$ cat config.mk
export PLATFORM = sky130hd
export DESIGN_NAME = barret_3557_arbiter
export DESIGN_NICKNAME = d
export VERILOG_FILES = /design/src/rtl/barret_3557_arbiter.sv
export SDC_FILE = /design/constraint.sdc
export NUM_CORES = 1
export LEC_CHECK = 0
export BUFFER_PORTS_ARGS = -buffer_cell sky130_fd_sc_hd__clkbuf_2
export CAP_MARGIN = 20
export CORE_MARGIN = 2
export CORE_UTILIZATION = 50
export CTS_CLUSTER_DIAMETER = 100
export CTS_CLUSTER_SIZE = 24
export DETAILED_ROUTE_END_ITERATION = 8
export MAX_ROUTING_LAYER = met4
export PLACE_DENSITY = 0.71
export SLEW_MARGIN = 20
export SYNTH_ARGS = -nofsm -noshare
export SYNTH_HDL_FRONTEND = slang
export SYNTH_SLANG_ARGS = --single-unit
$ cat constraint.sdc
create_clock -name clk -period 15.5 [get_ports clk]
set_input_delay 3.1 -clock clk [delete_from_list [all_inputs] [get_ports clk]]
set_output_delay 3.1 -clock clk [all_outputs]
set_load 0.02 [all_outputs]
$ cat src/rtl/barret_3557_arbiter.sv
// Round-robin arbiter sharing one combinational mod-3557 Barrett reducer among NUM_REQ requesters.
// Define BARRET_RANGE_CHECK_EN to add a sticky range_err flag on out-of-range reducer results.

module barret_for_3557 (
  input  logic [22:0] din_a,
  output logic [11:0] dout_r
);
  localparam logic [13:0] Q = 14'd3557;
  // m = floor(2^24 / 3557); for 23-bit inputs the quotient estimate is low by at most 2
  localparam logic [35:0] M = 36'd4716;

  logic [11:0] qhat;
  logic [13:0] r0;
  logic [13:0] r1;

  always_comb begin
    qhat   = 12'((36'(din_a) * M) >> 24);
    r0     = 14'({1'b0, din_a} - 24'(qhat) * 24'd3557);
    r1     = (r0 >= Q) ? r0 - Q : r0;
    dout_r = 12'((r1 >= Q) ? r1 - Q : r1);
  end
endmodule

module barret_3557_arbiter #(
  parameter int NUM_REQ = 4,
  parameter int DIN_W   = 23,
  parameter int DOUT_W  = 12
) (
  input  logic                        clk,
  input  logic                        rst,
  input  logic [NUM_REQ-1:0]          req_valid,
  output logic [NUM_REQ-1:0]          req_ready,
  input  logic [NUM_REQ*DIN_W-1:0]    req_data,
  output logic [NUM_REQ-1:0]          rsp_valid,
  input  logic [NUM_REQ-1:0]          rsp_ready,
  output logic [NUM_REQ*DOUT_W-1:0]   rsp_data,
  output logic [$clog2(NUM_REQ)-1:0]  grant_id,
  output logic                        busy,
  output logic                        range_err
);
  localparam int TAG_W = $clog2(NUM_REQ);
  typedef logic [TAG_W-1:0] tag_t;

  logic                      s1_valid_q, s1_valid_d;
  tag_t                      s1_tag_q, s1_tag_d;
  logic [DIN_W-1:0]          s1_data_q, s1_data_d;
  tag_t                      rr_ptr_q, rr_ptr_d;
  tag_t                      grant_id_q, grant_id_d;
  logic [NUM_REQ-1:0]        rsp_valid_q, rsp_valid_d;
  logic [NUM_REQ*DOUT_W-1:0] rsp_data_q, rsp_data_d;

  logic [NUM_REQ-1:0] elig;
  logic               gnt_found;
  tag_t               gnt_idx;
  logic [DOUT_W-1:0]  dout_r;

  // A requester with an op in stage 1 or an unconsumed result may not issue again
  always_comb begin
    elig = '0;
    for (int i = 0; i < NUM_REQ; i++) begin
      elig[i] = req_valid[i] & ~rsp_valid_q[i] & ~(s1_valid_q && (s1_tag_q == tag_t'(i)));
    end
  end

  always_comb begin
    int idx;
    gnt_found = 1'b0;
    gnt_idx   = '0;
    idx       = 0;
    for (int k = 0; k < NUM_REQ; k++) begin
      idx = int'(rr_ptr_q) + k;
      if (idx >= NUM_REQ) idx = idx - NUM_REQ;
      if (!gnt_found && elig[tag_t'(idx)]) begin
        gnt_found = 1'b1;
        gnt_idx   = tag_t'(idx);
      end
    end
    req_ready = '0;
    if (gnt_found) req_ready[gnt_idx] = 1'b1;
  end

  // Stage 0 -> 1: capture the granted operand
  always_comb begin
    s1_valid_d = gnt_found;
    s1_tag_d   = s1_tag_q;
    s1_data_d  = s1_data_q;
    rr_ptr_d   = rr_ptr_q;
    grant_id_d = grant_id_q;
    if (gnt_found) begin
      s1_tag_d   = gnt_idx;
      s1_data_d  = req_data[gnt_idx*DIN_W +: DIN_W];
      grant_id_d = gnt_idx;
      rr_ptr_d   = (gnt_idx == tag_t'(NUM_REQ-1)) ? '0 : gnt_idx + 1'b1;
    end
  end

  barret_for_3557 u_reducer (
    .din_a  (s1_data_q),
    .dout_r (dout_r)
  );

  // Stage 1 -> response slots: writeback and consumer pop
  always_comb begin
    rsp_valid_d = rsp_valid_q & ~rsp_ready;
    rsp_data_d  = rsp_data_q;
    if (s1_valid_q) begin
      rsp_valid_d[s1_tag_q]                  = 1'b1;
      rsp_data_d[s1_tag_q*DOUT_W +: DOUT_W]  = dout_r;
    end
  end

  always_ff @(posedge clk or posedge rst) begin
    if (rst) begin
      s1_valid_q  <= 1'b0;
      s1_tag_q    <= '0;
      s1_data_q   <= '0;
      rr_ptr_q    <= '0;
      grant_id_q  <= '0;
      rsp_valid_q <= '0;
      rsp_data_q  <= '0;
    end else begin
      s1_valid_q  <= s1_valid_d;
      s1_tag_q    <= s1_tag_d;
      s1_data_q   <= s1_data_d;
      rr_ptr_q    <= rr_ptr_d;
      grant_id_q  <= grant_id_d;
      rsp_valid_q <= rsp_valid_d;
      rsp_data_q  <= rsp_data_d;
    end
  end

`ifdef BARRET_RANGE_CHECK_EN
  logic range_err_q, range_err_d;

  always_comb begin
    range_err_d = range_err_q | (s1_valid_q && (dout_r >= DOUT_W'(3557)));
  end

  always_ff @(posedge clk or posedge rst) begin
    if (rst) range_err_q <= 1'b0;
    else     range_err_q <= range_err_d;
  end

  assign range_err = range_err_q;
`else
  assign range_err = 1'b0;
`endif

  assign rsp_valid = rsp_valid_q;
  assign rsp_data  = rsp_data_q;
  assign grant_id  = grant_id_q;
  assign busy      = s1_valid_q | (|rsp_valid_q);
endmodule

==> flow_summary.toml, run 1 <==
[worst_setup_path]
rr_worst_depth = 47
crit_path_end_kind = "flop"
worst_path_max_delay_cell = "mux2i_1"
worstSetupStartpointType = "flop"
path_class = "flop to flop"
cp_max_fo = 21
worstPathArrival_ns = 12.20
max_stage_delay_ns = 0.69
worstPathRequired_ns = 15.76
startpoint = "s1_data_q[7]"
r2r-start = "s1_data_q[7]"

[cts]
clockRootBuffer = "clkbuf_16"
path_clk_slew_ns = 0.07
cts_htree_levels = 3
cts_resized = 0
cts_buffers = 9
hold_buffers = 0
tritoncts = "yes"
cts_setup_buffers = 0
clk_path_buf_depth = 2
clock_sinks = 80
clock_latency_ns = 0.35

[yosys]
synth-edff-count = 0
synth_fp_nets = 1793
synth_seq_cells = 80
yosysSeqAreaShare = 0.169
synthFlopType = "dfrtp_1"
syn_avg_cell_area_um2 = 8.53
synth.distinct_cells = 81
syn_inst = 1388
async_flop_share = 1.00
yosys_warnings = 0
netlist_area_um2 = 11800

[timing]
setup_viol = 0
period_share = 0.771
clock-skew-final_ns = 0.00797
post-route-min-period_ns = 11.94
relSlewSlack = 0.414
hold_viol = 0
slew_violations = 0
worst_slew_pin_slew_ns = 0.879
fin_setup_tns_ns = 0
fmax_mhz = 83.7
rsz0062_at_grt = "no"

[floorplanning]
core_um2 = 23300
initial_core_util = 0.508
ios = 162
die_area_um2 = 24900
rows = 56
die_y_um = 158
die-width_um = 158

[finish]
layout.nets = 1927
drive_gt1_frac = 0.144
final_common_cell = "inv_1"
antennaDiodeCount = 0
syn_to_final_growth_pct = 11.8
final_cell_mix = "inv_1 (252), nand2_1 (207), ha_1 (193), clkbuf_2 (160), fa_1 (110)"

[placement]
place.gp.congestion = 0.899
port_buffers = 160
dp_hpwl_um = 24200

[global_route]
grt_max_degree = 63
overflow = 0
grt_pass1_wl_um = 47200
track_usage = 0.245
grt_antenna_before_repair = 0
grt_pass1_vias = 9541

[route]
vias = 9801
finalWirelength_um = 28900
ant_nets = 0
drtIter0Drc = 499
viasPerCell = 5.31
drt_pass1_iterations = 5
route.detailed.drc = 0
detail_route.wl_per_cell_um = 15.7

[run_status]
status = "finished, final reports clean"

[hold_path]
min_path_type = "flop to flop"
min_path_cells = 2
min_from = "rsp_data[21]"

[flow_run]
max_cap_violations = 0
==> cells in the mapped netlist, types with 8 or more instances <==
master	count	area, um^2
inv_1	253	950
nand2_1	207	777
ha_1	193	2410
fa_1	110	2200
dfrtp_1	80	2000
o21ai_0	76	380
nor2_1	54	203
a21oi_1	53	265
nand3_1	42	210
xnor2_1	35	307
clkbuf_1	34	128
nor3_1	24	120
o211ai_1	16	120
xor2_1	15	131
nor2b_1	10	62.6
a22o_1	9	78.8
a22oi_1	9	67.6
nand4_1	9	56.3
a21o_1	8	60.1
mux2i_1	8	80.1
nand2b_1	8	50.1
==> stage by stage <==
stage	hold slack (ns)	worst slack (ns)	cell area, um^2	util	cells
after global placement	0.465	3.92	12900	0.554	1830
final	0.480	3.56	13200	0.568	1846
after global routing	0.505	2.70	13200	0.568	1846
after detailed placement	0.470	3.70	12900	0.554	1830
after CTS	0.485	3.59	13200	0.568	1846
after floorplan	0.494	4.37	11800	-	1388
==> worst max-delay path: cells and delay by family (launching register included) <==
| kind | cells | cell delay [ns] |
|---|---|---|
| AOI/OAI and AO/OA | 13 | 2.57 |
| xor gates and xnor gates | 3 | 1.02 |
| adders and majority gates | 13 | 5.47 |
| buffers and inverters | 7 | 0.34 |
| DFF | 1 | 0.49 |
| muxes | 1 | 0.69 |
| and+or+nand+nor | 10 | 1.25 |
==> cells by family (layout without fill, tap and decap cells) <==
logic type                 Yosys count  in the layout  synth area share
xor gates and xnor gates            58             58            0.0491
buffers and inverters              296            435            0.0954
and+or+nand+nor                    395            395             0.151
muxes                                9              9           0.00771
DFF                                 80             80             0.169
other                                1              1          0.000317
AOI/OAI and AO/OA                  246            246             0.137
adders and majority gates          303            303             0.390
==> final cells by class <==
class                      instances  area [um^2]
clock buffer                      10          239
clock inverter                     6         75.1
fill                            2141        10100
sequential                        80         2000
inverter                         253          951
tap                              319          399
timing repair buffer             166          846
multi-input combinational       1012         8730
==> final timing paths <==
kind | to | slack [ns]
min in group asynchronous | s1_data_q[22] | 2.68
min reg2reg | rsp_data[21] | 0.48
max in group asynchronous | rsp_data[5] | 11.74
min | rsp_data[21] | 0.48
max | rsp_data[37] | 3.56
max reg2reg | rsp_data[37] | 3.56
==> state kept, by name, summed over array words and instances (netlist names) <==
name / flops
rr_ptr_q: 2
rsp_data: 48
s1_valid_q: 1
rsp_valid: 4
s1_data_q: 23
grant_id: 2
==> per-layer routing <==
| metal | track usage | share of wire |
|---|---|---|
| met4 | 0.0606 | 0.022 |
| met1 | 0.309 | 0.44 |
| met5 | - | 0 |
| met2 | 0.416 | 0.51 |
| met3 | 0.0331 | 0.035 |
Power of run 1 is not shown: default switching activity piles up to over one toggle a cycle in this logic, so the estimate is an artifact.
==> run 2, diff against run 1 <==
--- a/config.mk
+++ b/config.mk
@@ -5,6 +5,7 @@
 export SDC_FILE = /design/constraint.sdc
 export NUM_CORES = 1
 export LEC_CHECK = 0
+export ABC_AREA = 1
 export BUFFER_PORTS_ARGS = -buffer_cell sky130_fd_sc_hd__clkbuf_2
 export CAP_MARGIN = 20
 export CORE_MARGIN = 2
@@ -13,7 +14,7 @@
 export CTS_CLUSTER_SIZE = 24
 export DETAILED_ROUTE_END_ITERATION = 8
 export MAX_ROUTING_LAYER = met4
-export PLACE_DENSITY = 0.71
+export PLACE_DENSITY = 0.7
 export SLEW_MARGIN = 20
 export SYNTH_ARGS = -nofsm -noshare
 export SYNTH_HDL_FRONTEND = slang
==> constraint.sdc (replaced) <==
create_clock -name clk -period 12.2 [get_ports clk]
set_input_delay 2.44 -clock clk [delete_from_list [all_inputs] [get_ports clk]]
set_output_delay 2.44 -clock clk [all_outputs]
set_load 0.02 [all_outputs]
==> run 2 against run 1 <==
Net effect: setup slack worse by 2.4 ns; critical endpoint is now rsp_data[26]; register-to-register slack worse by 2.4 ns; count of clock-buffer cells in the layout down 1; sequential cell count unchanged; critical path type unchanged; largest cell class unchanged.
==> flow_summary.toml, run 2 <==
[worst_setup_path]
path_common_cell = "nand2_1"
crit_path_end_kind = "flop"
r2r-start = "s1_data_q[13]"
path_class = "flop to flop"
worst_path_max_delay_cell = "xor2_1"
worstPathRequired_ns = 12.49
startpoint = "s1_data_q[13]"
worstPathArrival_ns = 11.30
max_stage_delay_ns = 0.71
cp_max_fo = 16
worstSetupStartpointType = "flop"

[yosys]
synthTopCellsByCount = "nand2_1 (381), inv_1 (374), ha_1 (193)"
synth-edff-count = 0
synth_top_area_cell = "ha_1"
synth.most_common_cell = "nand2_1"
yosys_warnings = 0
syn_inst = 1779
synth_seq_cells = 80
synth_fp_nets = 2184
synth.area.top_cells = "ha_1 (18%), fa_1 (17%), dfrtp_1 (15%), nand2_1 (11%), inv_1 (11%)"
async_flop_share = 1.00
yosysSeqAreaShare = 0.153
syn_avg_cell_area_um2 = 7.37
synthFlopType = "dfrtp_1"
synth.top_cell.area_share = 0.184
synth.distinct_cells = 57
netlist_area_um2 = 13100

[floorplanning]
initial_core_util = 0.506
die_y_um = 166
core_um2 = 25900
rows = 59
die_area_um2 = 27500
ios = 162
die-width_um = 166

[placement]
dp_hpwl_um = 29600
place.gp.congestion = 0.982
port_buffers = 160

[finish]
final_common_cell = "nand2_1"
layout.nets = 2324
syn_to_final_growth_pct = 10.7
drive_gt1_frac = 0.146
final_cell_mix = "nand2_1 (381), inv_1 (373), ha_1 (193), clkbuf_2 (160), nor2_1 (143)"
largest_register_ffs = 48
antennaDiodeCount = 0

[cts]
hold_buffers = 0
path_clk_slew_ns = 0.08
cts_buffers = 9
tritoncts = "yes"
clk_path_buf_depth = 2
clock_sinks = 80
cts_resized = 0
clockRootBuffer = "clkbuf_16"
cts_setup_buffers = 0
cts_htree_levels = 3
clock_latency_ns = 0.35

[timing]
relSlewSlack = 0.352
hold_viol = 0
fmax_mhz = 90.9
clock-skew-final_ns = 0.0148
period_share = 0.902
fin_setup_tns_ns = 0
slew_violations = 0
worst_slew_pin_slew_ns = 0.971
rsz0062_at_grt = "no"
post-route-min-period_ns = 11.00
setup_viol = 0

[route]
ant_nets = 0
finalWirelength_um = 34900
vias = 11700
drtIter0Drc = 816
viasPerCell = 5.20
drt_pass1_iterations = 6
route.detailed.drc = 0
detail_route.wl_per_cell_um = 15.5

[flow_run]
max_cap_violations = 0

[global_route]
grt_antenna_before_repair = 0
grt_pass1_wl_um = 57400
grt_pass1_vias = 11600
overflow = 0
grt_max_degree = 76
track_usage = 0.264

[hold_path]
min_path_type = "flop to flop"
min_from = "rsp_data[39]"

[run_status]
status = "finished, final reports clean"
run 2: cell types whose count changed in the layout (fill, tap and decap cells not counted), moves of 23 or more:
cell	before	now
nand3_1	42	86
nand2_1	207	381
nor2_1	54	143
inv_1	252	373
xnor2_1	35	12
nand2_2	0	31
run 2: logic make-up after synthesis:
| family | count (synthesis) | synth area share |
|---|---|---|
| AOI/OAI and AO/OA | 223 | 0.101 |
| xor gates and xnor gates | 39 | 0.0284 |
| adders and majority gates | 303 | 0.352 |
| buffers and inverters | 422 | 0.126 |
| DFF | 80 | 0.153 |
| other | 1 | 0.000286 |
| and+or+nand+nor | 711 | 0.240 |
run 2: routing by layer:
layer	routed length, um	GRT usage
met4	823	0.0703
met3	1660	0.0355
met5	0	-
met1	15300	0.330
met2	17200	0.451
run 2: worst paths after layout:
kind / end / slack [ns] / depth (start not counted)
max: rsp_data[26] / 1.20 / 55
min: rsp_data[39] / 0.48 / 2
min reg2reg: rsp_data[39] / 0.48 / 2
min in group asynchronous: rr_ptr_q[1] / 1.94 / 2
max in group asynchronous: rsp_data[37] / 9.09 / 3
max reg2reg: rsp_data[26] / 1.20 / 55
run 2: metrics by stage:
step | area, um^2 | utilization | hold slack, ns | instances | worst slack (ns)
after floorplan | 13100 | - | 0.527 | 1779 | 2.61
final | 14500 | 0.560 | 0.479 | 2259 | 1.20
after detailed placement | 14200 | 0.547 | 0.464 | 2243 | 1.22
after CTS | 14500 | 0.560 | 0.483 | 2259 | 1.17
after global placement | 14200 | 0.547 | 0.465 | 2243 | 1.45
after global routing | 14500 | 0.560 | 0.500 | 2259 | 0.469
run 2: final cells by class:
cell class | instances | area (um^2)
Tap cell | 335 | 419
Inverter | 385 | 1450
Multi-Input combinational cell | 1277 | 9460
Clock buffer | 9 | 225
Fill cell | 2504 | 11400
Sequential cell | 80 | 2000
Clock inverter | 7 | 111
Timing Repair Buffer | 166 | 846
run 2: worst max-delay path: cells and delay by family (launching register included):
family	cells	cell delay (ns)
AND/OR/NAND/NOR	28	3.21
AO/OA/AOI/OAI	5	0.70
adder cells (fa/ha/maj)	13	4.94
buffers and inverters	7	0.42
XOR/XNOR	2	0.95
flip-flops	1	0.69
Power of run 2 is left out for the same reason.
